<file path="src/rtl/serial_addsub_pkg.sv">
// -----------------------------------------------------------------------------
// serial_addsub_pkg
// Shared definitions for the serial adder/subtractor:
//   MODE_ADD / MODE_SUB  - encoding of the mode input
//   stateT               - controller states
//   cntWidth()           - width of the chunk counter for K chunks (minimum 1)
// -----------------------------------------------------------------------------
package serial_addsub_pkg;

    localparam logic MODE_ADD = 1'b0;
    localparam logic MODE_SUB = 1'b1;

    typedef enum logic [1:0] {
        ST_IDLE = 2'd0,
        ST_RUN  = 2'd1,
        ST_FIN  = 2'd2
    } stateT;

    function automatic int cntWidth(input int k);
        return (k <= 1) ? 1 : $clog2(k);
    endfunction

endpackage

</file>
<file path="src/rtl/serial_addsub_slice.sv">
// -----------------------------------------------------------------------------
// addsub_slice
// Combinational N-bit chunk adder/subtractor built from a ripple of
// full-adder / full-subtractor cells.
//   a, b  : chunk operands
//   cin   : carry-in (add) or borrow-in (subtract)
//   mode  : MODE_ADD or MODE_SUB
//   y     : chunk sum or difference
//   cout  : carry-out (add) or borrow-out (subtract)
// -----------------------------------------------------------------------------
module addsub_slice
    import serial_addsub_pkg::*;
#(
    parameter int N = 1
) (
    input  logic [N-1:0] a,
    input  logic [N-1:0] b,
    input  logic         cin,
    input  logic         mode,
    output logic [N-1:0] y,
    output logic         cout
);

    logic [N:0] chain;

    always_comb begin
        chain    = '0;
        y        = '0;
        chain[0] = cin;
        for (int i = 0; i < N; i++) begin
            y[i] = a[i] ^ b[i] ^ chain[i];
            if (mode == MODE_SUB) begin
                // Borrow when a < b, or when a == b and a borrow is pending.
                chain[i+1] = (~a[i] & b[i]) | (~(a[i] ^ b[i]) & chain[i]);
            end else begin
                chain[i+1] = (a[i] & b[i]) | (chain[i] & (a[i] ^ b[i]));
            end
        end
        cout = chain[N];
    end

endmodule

</file>
<file path="src/rtl/serial_addsub.sv">
// -----------------------------------------------------------------------------
// serial_addsub
// Multi-cycle adder/subtractor processing BITS_PER_CYCLE bits per clock,
// LSB chunk first, through a carry/borrow register.
//   clk, rst_n    : clock, asynchronous active-low reset
//   start         : request strobe, accepted in IDLE or FIN
//   mode          : 0 = A+B, 1 = A-B (latched with operands)
//   a, b          : WIDTH-bit unsigned operands
//   busy          : high while chunks are being processed
//   done          : one-cycle pulse when result/carry_borrow are updated
//   result        : sum/difference modulo 2^WIDTH, held until next done
//   carry_borrow  : carry-out (add) or borrow-out (subtract)
// -----------------------------------------------------------------------------
module serial_addsub
    import serial_addsub_pkg::*;
#(
    parameter int WIDTH          = 8,
    parameter int BITS_PER_CYCLE = 1
) (
    input  logic             clk,
    input  logic             rst_n,
    input  logic             start,
    input  logic             mode,
    input  logic [WIDTH-1:0] a,
    input  logic [WIDTH-1:0] b,
    output logic             busy,
    output logic             done,
    output logic [WIDTH-1:0] result,
    output logic             carry_borrow
);

    generate
        if (WIDTH < 2 || BITS_PER_CYCLE < 1 || (WIDTH % BITS_PER_CYCLE) != 0) begin : gBadParams
            $fatal(1, "serial_addsub: WIDTH must be >= 2 and divisible by BITS_PER_CYCLE");
        end
    endgenerate

    localparam int K  = WIDTH / BITS_PER_CYCLE;
    localparam int CW = cntWidth(K);
    localparam logic [CW-1:0]    LAST_CHUNK = CW'(K - 1);
    localparam logic [WIDTH-1:0] CHUNK_MASK = WIDTH'({BITS_PER_CYCLE{1'b1}});

    stateT state;
    stateT nextState;

    logic [WIDTH-1:0]          opA;
    logic [WIDTH-1:0]          opB;
    logic                      modeReg;
    logic [CW-1:0]             chunkCnt;
    logic                      carryReg;
    logic [WIDTH-1:0]          work;

    logic [BITS_PER_CYCLE-1:0] chunkA;
    logic [BITS_PER_CYCLE-1:0] chunkB;
    logic [BITS_PER_CYCLE-1:0] sliceY;
    logic                      sliceCout;
    logic [WIDTH-1:0]          workNext;
    logic                      accept;
    logic                      lastChunk;
    int                        shiftAmt;

    // start is only honoured outside RUN; requests during RUN are dropped.
    assign accept    = start && (state != ST_RUN);
    assign lastChunk = (chunkCnt == LAST_CHUNK);

    addsub_slice #(
        .N(BITS_PER_CYCLE)
    ) uSlice (
        .a    (chunkA),
        .b    (chunkB),
        .cin  (carryReg),
        .mode (modeReg),
        .y    (sliceY),
        .cout (sliceCout)
    );

    // Select the current chunk and merge its result into the working word.
    always_comb begin
        shiftAmt = int'(chunkCnt) * BITS_PER_CYCLE;
        chunkA   = BITS_PER_CYCLE'(opA >> shiftAmt);
        chunkB   = BITS_PER_CYCLE'(opB >> shiftAmt);
        workNext = (work & ~(CHUNK_MASK << shiftAmt)) | (WIDTH'(sliceY) << shiftAmt);
    end

    // State register
    always_ff @(posedge clk or negedge rst_n) begin
        if (!rst_n) begin
            state <= ST_IDLE;
        end else begin
            state <= nextState;
        end
    end

    // Next-state logic
    always_comb begin
        nextState = state;
        case (state)
            ST_IDLE: if (start) nextState = ST_RUN;
            ST_RUN:  if (lastChunk) nextState = ST_FIN;
            ST_FIN:  nextState = start ? ST_RUN : ST_IDLE;
            default: nextState = ST_IDLE;
        endcase
    end

    // Output logic
    always_comb begin
        busy = (state == ST_RUN);
        done = (state == ST_FIN);
    end

    // Datapath: operand latch, chunk processing and result capture
    always_ff @(posedge clk or negedge rst_n) begin
        if (!rst_n) begin
            opA          <= '0;
            opB          <= '0;
            modeReg      <= MODE_ADD;
            chunkCnt     <= '0;
            carryReg     <= 1'b0;
            work         <= '0;
            result       <= '0;
            carry_borrow <= 1'b0;
        end else if (accept) begin
            opA      <= a;
            opB      <= b;
            modeReg  <= mode;
            chunkCnt <= '0;
            carryReg <= 1'b0;
            work     <= '0;
        end else if (state == ST_RUN) begin
            work     <= workNext;
            carryReg <= sliceCout;
            chunkCnt <= chunkCnt + 1'b1;
            // Outputs update only on the edge that enters FIN.
            if (lastChunk) begin
                result       <= workNext;
                carry_borrow <= sliceCout;
            end
        end
    end

endmodule

</file>
<file path="config.mk">
export PLATFORM = sky130hd
export DESIGN_NAME = serial_addsub
export DESIGN_NICKNAME = d
export VERILOG_FILES = /design/src/rtl/serial_addsub_pkg.sv /design/src/rtl/serial_addsub_slice.sv /design/src/rtl/serial_addsub.sv
export SDC_FILE = /design/constraint.sdc
export NUM_CORES = 1
export LEC_CHECK = 0
export BUFFER_PORTS_ARGS = -buffer_cell sky130_fd_sc_hd__clkbuf_2
export CAP_MARGIN = 20
export CORE_MARGIN = 10
export CORE_UTILIZATION = 48
export CTS_BUF_LIST = sky130_fd_sc_hd__clkbuf_4 sky130_fd_sc_hd__clkbuf_8
export CTS_CLUSTER_DIAMETER = 200
export DETAILED_ROUTE_END_ITERATION = 10
export PLACE_DENSITY = 0.68
export SYNTH_ARGS = -nofsm -noshare
export SYNTH_HDL_FRONTEND = slang
export SYNTH_SLANG_ARGS = --single-unit
</file>
<file path="constraint.sdc">
create_clock -name clk -period 3.2 [get_ports clk]
set_input_delay 0.32 -clock clk [delete_from_list [all_inputs] [get_ports clk]]
set_output_delay 0.32 -clock clk [all_outputs]
set_load 0.05 [all_outputs]
</file>
# Yosys cells after proc, flatten, opt, wreduce, memory -nomap -nowiden
# Index checks and enable logic that the tools add are counted.
[op_classes]
add_sub_neg = 1
eq_ne = 6
shift = 4
mux = 11
n_bitwise = 14
n_reduce_logical = 5
[ops]
columns = ["operator", "count"]
rows = [
  ["$mux 8", 2],
  ["$shr 8x3->1", 2],
  ["$and 8x8->8", 1],
  ["$not 8->8", 1],
  ["$or 8x8->8", 1],
  ["$shl 1x3->8", 1],
  ["$shl 1x3->8 const A", 1],
  ["$mux 3", 2],
  ["$pmux 2 s3", 1],
  ["$and 1x1->1", 4],
  ["$mux 1", 4],
  ["$mux 2", 2],
  ["$ne 2x1->1 const B", 2],
  ["$add 3x1->3 const B", 1],
  ["$eq 3x3->1 const B", 1],
  ["$not 1->1", 3],
  ["$reduce_and 3->1", 1],
  ["$eq 2x1->1 const B", 1],
  ["$eq 2x2->1 const B", 1],
  ["$logic_not 2->1", 1],
  ["$ne 2x2->1 const B", 1],
  ["$or 1x1->1", 2],
  ["$reduce_and 2->1", 1],
  ["$reduce_bool 2->1", 1],
  ["2 further kinds", 3],
]
[totals]
register_bits = 40
inputBits = 20
wordCells = 50

# Depth between registers and ports, before layout
# Gate-level depths: netlist of the first run.
[depth]
word_depth = 8
ltp_mapped = 8
ltp_nobuf = 7

# Modules after synthesis
# Synthesis of the first run repeated with hierarchy kept, for this count alone.
[hier_totals]
cells_unflattened = 156
area_unflattened_um2 = 1853.0
[by_module_without_submodules]
columns = ["module", "n_inst", "cells_each", "area_each_um2", "seq_area_each_um2"]
rows = [
  ["serial_addsub", 1, 150, 1791.7, 975.9],
  ["addsub_slice", 1, 6, 61.3, 0.0],
]

# Least setup slack after synthesis of the first run
# Ideal clock, no wire load.
[synth_timing]
path_type = "reg-to-reg"
from = "register chunkCnt[0]"
to = "register result[6]"
setup_ns = 0.084
t_arrival_ns = 2.331
t_required_ns = 3.116
slack_ns = 0.785
stages_incl_launch_ff = 8
path_buffers = 0
synth_period_minus_slack_ns = 2.415
path_cell_list = "dfrtp_1 mux4_1 mux2i_2 inv_2 fa_1 nor2b_1 a32oi_1 o21ai_0"
[synth_via]
elab_chain_cells = 5
elab_cells_between_ends = 11
[synth_lines]
columns = ["item", "line_no", "rtl"]
rows = [
  ["from (decl)", "serial_addsub.sv:49", "logic [CW-1:0] chunkCnt;"],
  ["from (signal assigned)", "serial_addsub.sv:132", "chunkCnt <= chunkCnt + 1'b1;"],
  ["$shr 8x3->1 (on tied branches)", "serial_addsub.sv:80, serial_addsub.sv:81", ""],
  ["$xor 1x1->1 (2 in series)", "serial_addsub_slice.sv:31", "y[i] = a[i] ^ b[i] ^ chain[i];"],
  ["$shl 1x3->8", "serial_addsub.sv:82", "workNext = (work & ~(CHUNK_MASK << shiftAmt)) | (WIDTH'(sliceY) << shiftAmt);"],
  ["$or 8x8->8", "serial_addsub.sv:82", ""],
  ["to (signal assigned)", "serial_addsub.sv:135", "result <= workNext;"],
  ["to (decl)", "serial_addsub.sv:28", "output logic [WIDTH-1:0] result,"],
]
# Several ways; a longest one is shown, not always the timed one.
# A chain may end at the register's enable or synchronous reset.

# Worst setup path after layout of the first run
[layout_timing]
from = "register chunkCnt[0]"
to = "register work[4]"
[layout_via]
elab_chain_cells = 7
elab_cells_between_ends = 11
[layout_lines]
columns = ["item", "line_no", "rtl"]
rows = [
  ["$shr 8x3->1 (on tied branches)", "serial_addsub.sv:80, serial_addsub.sv:81", ""],
  ["$xor 1x1->1 (2 in series)", "serial_addsub_slice.sv:31", ""],
  ["$shl 1x3->8", "serial_addsub.sv:82", ""],
  ["$or 8x8->8 *", "serial_addsub.sv:82", ""],
  ["$mux 8 *", "serial_addsub.sv:129", "end else if (state == ST_RUN) begin"],
  ["$mux 8 *", "serial_addsub.sv:122", "end else if (accept) begin"],
  ["to (signal assigned)", "serial_addsub.sv:130", "work <= workNext;"],
  ["to (decl)", "serial_addsub.sv:51", "logic [WIDTH-1:0] work;"],
]
# Every way passes the cells marked *; elsewhere a longest branch is shown, timed or not. The select of a mux whose other input is x is not followed.

==> flow_summary.yaml, run 1 <==
clock_network:
  path_clk_slew_ns: 0.07
  cts-root-buf: "clkbuf_8"
  cts.sinks: 39
  cts_tree: "built"
  post_cts_buffers: 0
  post_cts_resized: 0
  postCtsHoldBufs: 0
  cts_made_buffers: 5
  clock_path_buffers: 2
  h-tree-depth: 2
  clk_latency_ns: 0.30
global_routing:
  grt_first_pass_wirelength_mm: 6.18
  gr-total-overflow: 0
  grt_pass1_vias: 1308
  grt_usage: 0.121
  antenna_found_initial: 0
  grt_max_degree: 40
worst_setup_path:
  cp_slowest_cell: "mux4_1"
  critical_path_buf_inv_count: 1
  critPathMaxFanout: 5
  crit_family: "multiplexers"
  crit_required_ns: 3.39
  slowest_delay_ns: 0.60
  start_kind: "register"
  crit_chain: "mux4_1 > mux2i_2 > inv_2 > fa_1 > nor2b_1 > a22oi_1 > o21ai_0"
  cp_data_arrival_time_ns: 2.96
  critPathKind: "reg2reg"
  end_kind: "register"
drt:
  route.met3.wl_um: 238
  routed_wl_mm: 3.62
  via_count: 1248
  drc: 0
  wl_met1_mm: 1.43
  highest_layer: "met4"
  firstDrtPassIters: 4
  drtIter0Drc: 85
  met2WireLength_mm: 1.86
  routedWlPerCell_um: 15.7
  via_per_inst: 5.43
  postRouteAntennaNets: 0
cells_and_area:
  diodes: 0
  fin_util: 0.569
  nNetsFinal: 209
  design_area_mm2: 0.00210
  num-fill-cells: 337
  synthToLayoutAreaGrowth_pct: 13.6
  drive_gt1_frac: 0.335
timing:
  max_freq_mhz: 361
  tns_ns: 0
  min_period_ns: 2.77
  finalSetupViolCount: 0
  tightest_slew_ns: 0.963
  maxSlewHeadroom: 0.358
  final.period_utilization: 0.866
  rsz0062_at_grt: "no"
  finalHoldViolCount: 0
  skew_ns: 0.00868
  slew_violations: 0
synth:
  synth-async-reset-ratio: 1.00
  synthesis.area_mm2: 0.00185
  synth-warning-count: 0
  ys_ff_latch: 39
  synth_cell_types: 29
  synth_edf_count: 0
  postSynthCellCount: 152
  synth_area_per_cell_um2: 12.2
  seq_area_frac_synth: 0.528
  mappedNetlistNets: 180
  synthFlopType: "dfrtp_1"
job:
  drv_cap: 0
placed_design:
  dp_hpwl_mm: 2.68
  gp_congestion: 0.806
  numPortBuffers: 30
  place_area_mm2: 0.00201
pwr:
  power.leakage_nw: 0.981
  ir_drop_uv: 414
  p_per_area_mw_per_mm2: 1130
floorplan:
  rows: 22
  start_util: 0.501
  dieWidth_um: 82.1
  dieHeight_um: 82.1
  ios: 31
  core_area_mm2: 0.00369
  die_area_mm2: 0.00673
worst_hold_path:
  hold_class: "in2async"
status:
  status: "finished, final reports clean"
registers in the layout (all words and copies together) (netlist names):
register / count
opA: 8
opB: 8
result: 8
work: 7
chunkCnt: 3
state: 2
carryReg: 1
carry_borrow: 1
modeReg: 1
synthesized netlist by cell type (3+ instances only):
library cell  count  area, µm²
dfrtp_1          39        976
o21ai_0          19       95.1
mux2_2           17        191
nand2_1          13       48.8
nand3_1          10       50.1
inv_1             8       30.0
ha_1              6       75.1
a32oi_1           4       35.0
clkbuf_1          4       15.0
nand2b_1          4       25.0
nor2b_1           4       25.0
a22oi_1           3       22.5
power by group:
group	switching, W	internal (W)	total (W)
logic	0.000689	0.000464	0.00115
clock network	0.000170	0.000161	0.000331
registers	0.000166	0.000725	0.000891
metrics by stage:
step	total power [W]	hold WS [ns]	instances	setup WS, ns
global placement	0.00200	0.465	222	0.615
global route	0.00256	0.232	230	0.248
CTS	0.00241	0.181	230	0.393
floorplan	0.00181	0.0244	152	0.785
detailed placement	0.00206	0.474	222	0.458
finish	0.00238	0.168	230	0.430
worst paths after layout:
path / end / slack (ns) / cells after the start / from
max: work[4]$_DFFE_PN0P_ / 0.43 / 7 / chunkCnt[0]$_DFFE_PN0P_
min: chunkCnt[2]$_DFFE_PN0P_ / 0.17 / 1 / rst_n
max reg2reg: work[4]$_DFFE_PN0P_ / 0.43 / 7 / chunkCnt[0]$_DFFE_PN0P_
min reg2reg: result[0]$_DFFE_PN0P_ / 0.48 / 2 / result[0]$_DFFE_PN0P_
max in group asynchronous: work[4]$_DFFE_PN0P_ / 2.44 / 1 / rst_n
min in group clk: modeReg$_DFFE_PN0P_ / 0.23 / 2 / mode
layout make-up:
cell class	instances	area [µm²]	share of cell area
clock inverters	2	12.5	0.00596
multi-input cells	95	783	0.373
flip-flops and latches	39	976	0.465
clock buffers	6	76.3	0.0364
well taps	48	60.1	0.0286
inverters	9	33.8	0.0161
repair buffers	31	158	0.0751
layer usage:
layer  GRT usage  vias to the layer above
met1       0.130                      617
met5           0                        -
li1            -                      591
met3      0.0437                        8
met2       0.202                       32
met4      0.0680                        0
cell usage in the layout, fill, tap and decap left out:
cell type / netlist / routed
nand2b_1: 4 / 4
o22ai_1: 1 / 1
nand2_1: 13 / 13
nor2b_1: 4 / 4
o21ai_0: 19 / 19
nand4_1: 1 / 1
mux2i_1: 1 / 1
clkinv_2: 0 / 1
mux4_2: 2 / 2
dfrtp_1: 39 / 39
fa_1: 2 / 2
o31ai_1: 1 / 1
inv_2: 1 / 1
nand3b_1: 1 / 1
clkbuf_2: 1 / 30
clkbuf_8: 0 / 5
mux4_1: 2 / 2
nor2_1: 1 / 1
inv_1: 8 / 8
a22oi_1: 3 / 3
nand3_1: 10 / 10
buf_4: 1 / 1
clkbuf_4: 0 / 1
nand2_4: 1 / 1
mux2i_2: 1 / 1
a32oi_1: 4 / 4
ha_1: 6 / 6
clkinvlp_4: 0 / 1
mux2_2: 17 / 17
mux2_1: 1 / 1
cell families (layout without fill, tap and decap cells):
kind of cell,count (synthesis),after routing,share of synthesized area
flops,39,39,0.528
fa+ha+maj,8,8,0.0623
mux,24,24,0.175
simple gates,35,35,0.0961
compound gates,28,28,0.0900
buf+inv,18,48,0.0481
Note: power is estimated with default switching activity, not from simulation.
==> inputs of run 2 (changes only) <==
- PLACE_DENSITY: 0.68 -> 0.73
==> run 2 against run 1 <==
Compared with the run above: die area unchanged; cell area is the same; via count shrank 1.3%; clock skew decreased by 0.0057 ns; first-iteration DRC count down 4.7%; sequential share of layout area stayed put; fmax rose by 2.1%; critical endpoint is now result[6]$_DFFE_PN0P_; highest routed layer unchanged.
==> flow_summary.yaml, run 2 (synthesized netlist as in run 1, its figures left out) <==
status:
  status: "finished, final reports clean"
floorplan:
  core_area_mm2: 0.00369
  die_area_mm2: 0.00673
  dieHeight_um: 82.1
  dieWidth_um: 82.1
  ios: 31
  start_util: 0.501
  rows: 22
cells_and_area:
  multi_input_area_um2: 783
  mostFrequentLayoutCell: "dfrtp_1"
  num-fill-cells: 330
  drive_gt1_frac: 0.335
  nNetsFinal: 209
  final_cell_mix: "dfrtp_1, clkbuf_2, o21ai_0"
  synthToLayoutAreaGrowth_pct: 13.6
  diodes: 0
  regArea_um2: 976
  top_regs: "opA x8, opB x8, result x8"
clock_network:
  cts_made_buffers: 5
  post_cts_resized: 0
  post_cts_buffers: 0
  clk_latency_ns: 0.29
  clock_path_buffers: 2
  h-tree-depth: 2
  path_clk_slew_ns: 0.07
  postCtsHoldBufs: 0
  cts_tree: "built"
  cts.sinks: 39
  cts-root-buf: "clkbuf_8"
global_routing:
  grt_pass1_vias: 1285
  grt_first_pass_wirelength_mm: 5.80
  grt_usage: 0.113
  grt_max_degree: 40
  gr-total-overflow: 0
  antenna_found_initial: 0
worst_setup_path:
  cp_data_arrival_time_ns: 2.92
  regToRegStartpoint: "chunkCnt[0]$_DFFE_PN0P_"
  r2r-end: "result[6]$_DFFE_PN0P_"
  critPathKind: "reg2reg"
  critPathMaxFanout: 5
  worstRegToRegCells: 7
  crit_required_ns: 3.40
  start_kind: "register"
  rrSetupSlack_ns: 0.49
  end_kind: "register"
drt:
  drtIter0Drc: 81
  via_per_inst: 5.36
  firstDrtPassIters: 4
  routedWlPerCell_um: 14.8
  routed_wl_mm: 3.40
  via_count: 1232
  drc: 0
  postRouteAntennaNets: 0
timing:
  finalHoldViolCount: 0
  finalSetupViolCount: 0
  min_period_ns: 2.71
  tightest_slew_ns: 0.942
  final.period_utilization: 0.848
  skew_ns: 0.00303
  setup_ws_ns: 0.487
  slew_violations: 0
  tns_ns: 0
  rsz0062_at_grt: "no"
  max_freq_mhz: 369
  maxSlewHeadroom: 0.372
job:
  drv_cap: 0
pwr:
  p_per_area_mw_per_mm2: 1120
  ir_drop_uv: 542
  power.leakage_nw: 0.985
placed_design:
  dp_slack_ns: 0.504
  numPortBuffers: 30
  dp_hpwl_mm: 2.56
  gp_congestion: 0.831
worst_hold_path:
  hold_class: "in2async"
[run 2: cell types whose count changed in the layout (fill, tap and decap cells not counted), sizes merged]
cell | before | now
clkbuf | 36 | 37
clkinvlp | 1 | 0
[run 2: how the worst max path moves through the flow]
| stage | start | end | slack, ns | depth (start not counted) |
|---|---|---|---|---|
| finish | chunkCnt[0]$_DFFE_PN0P_ | result[6]$_DFFE_PN0P_ | 0.49 | 7 |
| global route | chunkCnt[0]$_DFFE_PN0P_ | result[0]$_DFFE_PN0P_ | 0.29 | 7 |
| CTS | chunkCnt[0]$_DFFE_PN0P_ | result[6]$_DFFE_PN0P_ | 0.47 | 7 |
| detailed placement | chunkCnt[0]$_DFFE_PN0P_ | result[6]$_DFFE_PN0P_ | 0.50 | 7 |
| global placement | chunkCnt[0]$_DFFE_PN0P_ | result[6]$_DFFE_PN0P_ | 0.62 | 7 |
| floorplan | chunkCnt[0]$_DFFE_PN0P_ | result[6]$_DFFE_PN0P_ | 0.79 | 7 |
[run 2: through the flow]
stage,std cells,total power (W),area [µm²],hold WS (ns),utilization
2_1_floorplan,152,0.00181,1850,0.0244,-
6_report,230,0.00236,2100,0.159,0.569
3_5_place_dp,222,0.00205,2010,0.477,0.545
3_3_place_gp,222,0.00200,2010,0.463,0.545
5_1_grt,230,0.00254,2100,0.232,0.569
4_1_cts,230,0.00238,2100,0.189,0.569
[run 2: worst max-delay path, stage by stage, from the launching register on]
cell and delay [ns]:
dfrtp_1 0.48, mux4_1 0.61, mux2i_2 0.25, inv_2 0.07, fa_1 0.59, nor2b_1 0.29
a32oi_1 0.15, o21ai_0 0.19
[run 2: power breakdown]
group	internal (W)	leakage [nW]	switching (W)
combinational	0.000460	0.455	0.000682
clock	0.000170	0.0491	0.000163
sequential	0.000725	0.481	0.000160
total	0.00135	0.985	0.00101
[run 2: cell type report]
cell class | count | share of cell area
Sequential cell | 39 | 0.465
Multi-Input combinational cell | 95 | 0.373
Timing Repair Buffer | 31 | 0.0751
Clock buffer | 7 | 0.0399
Tap cell | 48 | 0.0286
Inverter | 9 | 0.0161
Clock inverter | 1 | 0.00238
[run 2: per-layer routing]
| metal | part of all wire | track usage |
|---|---|---|
| met5 | 0 | 0 |
| met4 | 0.019 | 0.0544 |
| met3 | 0.088 | 0.0600 |
| met2 | 0.49 | 0.182 |
| met1 | 0.40 | 0.119 |
==> inputs of run 3 (changes only) <==
- clock period: 3.2 -> 2.8 ns (I/O delays scaled with it)
==> run 3 against run 2 <==
Compared with the run above: worst setup slack worse by 0.31 ns; flip-flop and latch count unchanged; final cell count increased by 0.43%; sequential share of layout area down 0.52 points; die area unchanged; critical path depth stayed put; clock skew grew 0.0016 ns; clock power is 26% higher; worst hold slack got worse by 0.034 ns; count of clock-buffer cells in the layout increased by 1; cell area up 1.3%; critical endpoint is now work[0]$_DFFE_PN0P_.
==> flow_summary.yaml, run 3 (synthesized netlist as in run 1, its figures left out) <==
placed_design:
  dp_hpwl_mm: 2.52
  place_area_mm2: 0.00202
  numPortBuffers: 30
  gp_congestion: 0.802
clock_network:
  post_cts_buffers: 0
  clock_path_buffers: 2
  cts_tree: "built"
  cts_made_buffers: 5
  postCtsHoldBufs: 0
  clk_latency_ns: 0.29
  post_cts_resized: 0
  cts.sinks: 39
  path_clk_slew_ns: 0.07
  h-tree-depth: 2
  cts-root-buf: "clkbuf_8"
cells_and_area:
  drive_gt1_frac: 0.350
  final_cell_mix: "dfrtp_1, clkbuf_2, o21ai_0"
  nNetsFinal: 210
  synthToLayoutAreaGrowth_pct: 15.0
  mostFrequentLayoutCell: "dfrtp_1"
  top_regs: "opA x8, opB x8, result x8"
  design_area_mm2: 0.00213
  diodes: 0
floorplan:
  dieWidth_um: 82.1
  rows: 22
  start_util: 0.501
  die_area_mm2: 0.00673
  dieHeight_um: 82.1
  ios: 31
  core_area_mm2: 0.00369
timing:
  slew_violations: 0
  tightest_slew_ns: 0.950
  finalSetupViolCount: 0
  final.period_utilization: 0.935
  tns_ns: 0
  maxSlewHeadroom: 0.367
  max_freq_mhz: 382
  min_period_ns: 2.62
  rsz0062_at_grt: "no"
  skew_ns: 0.00459
  finalHoldViolCount: 0
worst_setup_path:
  cp_data_arrival_time_ns: 2.80
  end_kind: "register"
  critPathKind: "reg2reg"
  crit_required_ns: 2.98
  critPathMaxFanout: 6
  start_kind: "register"
pwr:
  seq_power_share: 0.362
  switchingPower_w: 0.00114
  ir_drop_uv: 592
  switching_share: 0.415
  combPwrFrac: 0.485
  p_per_area_mw_per_mm2: 1290
  clkPwrFrac: 0.153
  p_int_w: 0.00161
  power.leakage_nw: 0.996
job:
  drv_cap: 0
status:
  status: "finished, final reports clean"
global_routing:
  grt_first_pass_wirelength_mm: 5.75
  grt_util_met3: 0.0535
  antenna_found_initial: 0
  grt_max_degree: 40
  busiest_layer: "met2"
  grt_usage: 0.111
  grt_util_met2: 0.168
  use_met1: 0.132
  gr-total-overflow: 0
  grt_pass1_vias: 1229
drt:
  routedWlPerCell_um: 14.6
  routed_wl_mm: 3.37
  firstDrtPassIters: 4
  via_count: 1218
  drtIter0Drc: 56
  via_per_inst: 5.27
  drc: 0
  postRouteAntennaNets: 0
worst_hold_path:
  hold_class: "in2async"
run 3: changes by cell type in the layout (fill, tap and decap cells not counted), sizes merged:
cell    before  now
buf          1    2
clkbuf      37   38
clkinv       1    0
run 3: layer usage:
layer	wire length [µm]	part of all wire
met1	1470	0.44
met2	1570	0.47
met5	0	0
met4	57	0.017
met3	273	0.081
run 3: path summary, 6_finish.rpt:
kind	to	cells past startpoint	from	slack, ns
setup / recovery	work[0]$_DFFE_PN0P_	7	chunkCnt[0]$_DFFE_PN0P_	0.18
hold / removal	result[2]$_DFFE_PN0P_	1	rst_n	0.13
setup reg to reg	work[0]$_DFFE_PN0P_	7	chunkCnt[0]$_DFFE_PN0P_	0.18
hold reg to reg	result[7]$_DFFE_PN0P_	2	result[7]$_DFFE_PN0P_	0.48
max in group asynchronous	chunkCnt[0]$_DFFE_PN0P_	1	rst_n	2.03
min in group clk	modeReg$_DFFE_PN0P_	2	mode	0.20
run 3: cell type report:
class | instances | area [µm²]
multi-input combinational | 95 | 786
tap | 48 | 60.1
inverter | 9 | 33.8
clock buffer | 8 | 104
sequential | 39 | 977
fill | 323 | 1560
timing repair buffer | 32 | 165
run 3: metrics by stage:
step | hold WS [ns] | util | cells | power [W] | setup slack, ns
2_1_floorplan | -0.0156 | - | 152 | 0.00207 | 0.385
3_3_place_gp | 0.447 | 0.547 | 223 | 0.00229 | 0.214
3_5_place_dp | 0.467 | 0.547 | 223 | 0.00234 | 0.0600
4_1_cts | 0.149 | 0.575 | 231 | 0.00277 | 0.0351
5_1_grt | 0.190 | 0.576 | 231 | 0.00298 | 0.0519
6_report | 0.125 | 0.576 | 231 | 0.00275 | 0.181
run 3: power by group through the flow:
stage               Clock, W  Combinational [W]  Sequential, W
finish              0.000420            0.00133       0.000995
global route        0.000466            0.00148        0.00103
CTS                 0.000433            0.00134       0.000996
detailed placement         0            0.00133        0.00101
global placement           0            0.00130       0.000996
floorplan                  0           0.000898        0.00117
run 3: critical path, stage by stage, from the launching register on:
cell and delay (ns):
dfrtp_2 0.44, mux4_1 0.59, mux2i_2 0.24, inv_2 0.06
fa_1 0.60, nor2b_2 0.24, a22oi_1 0.12, o21ai_0 0.22
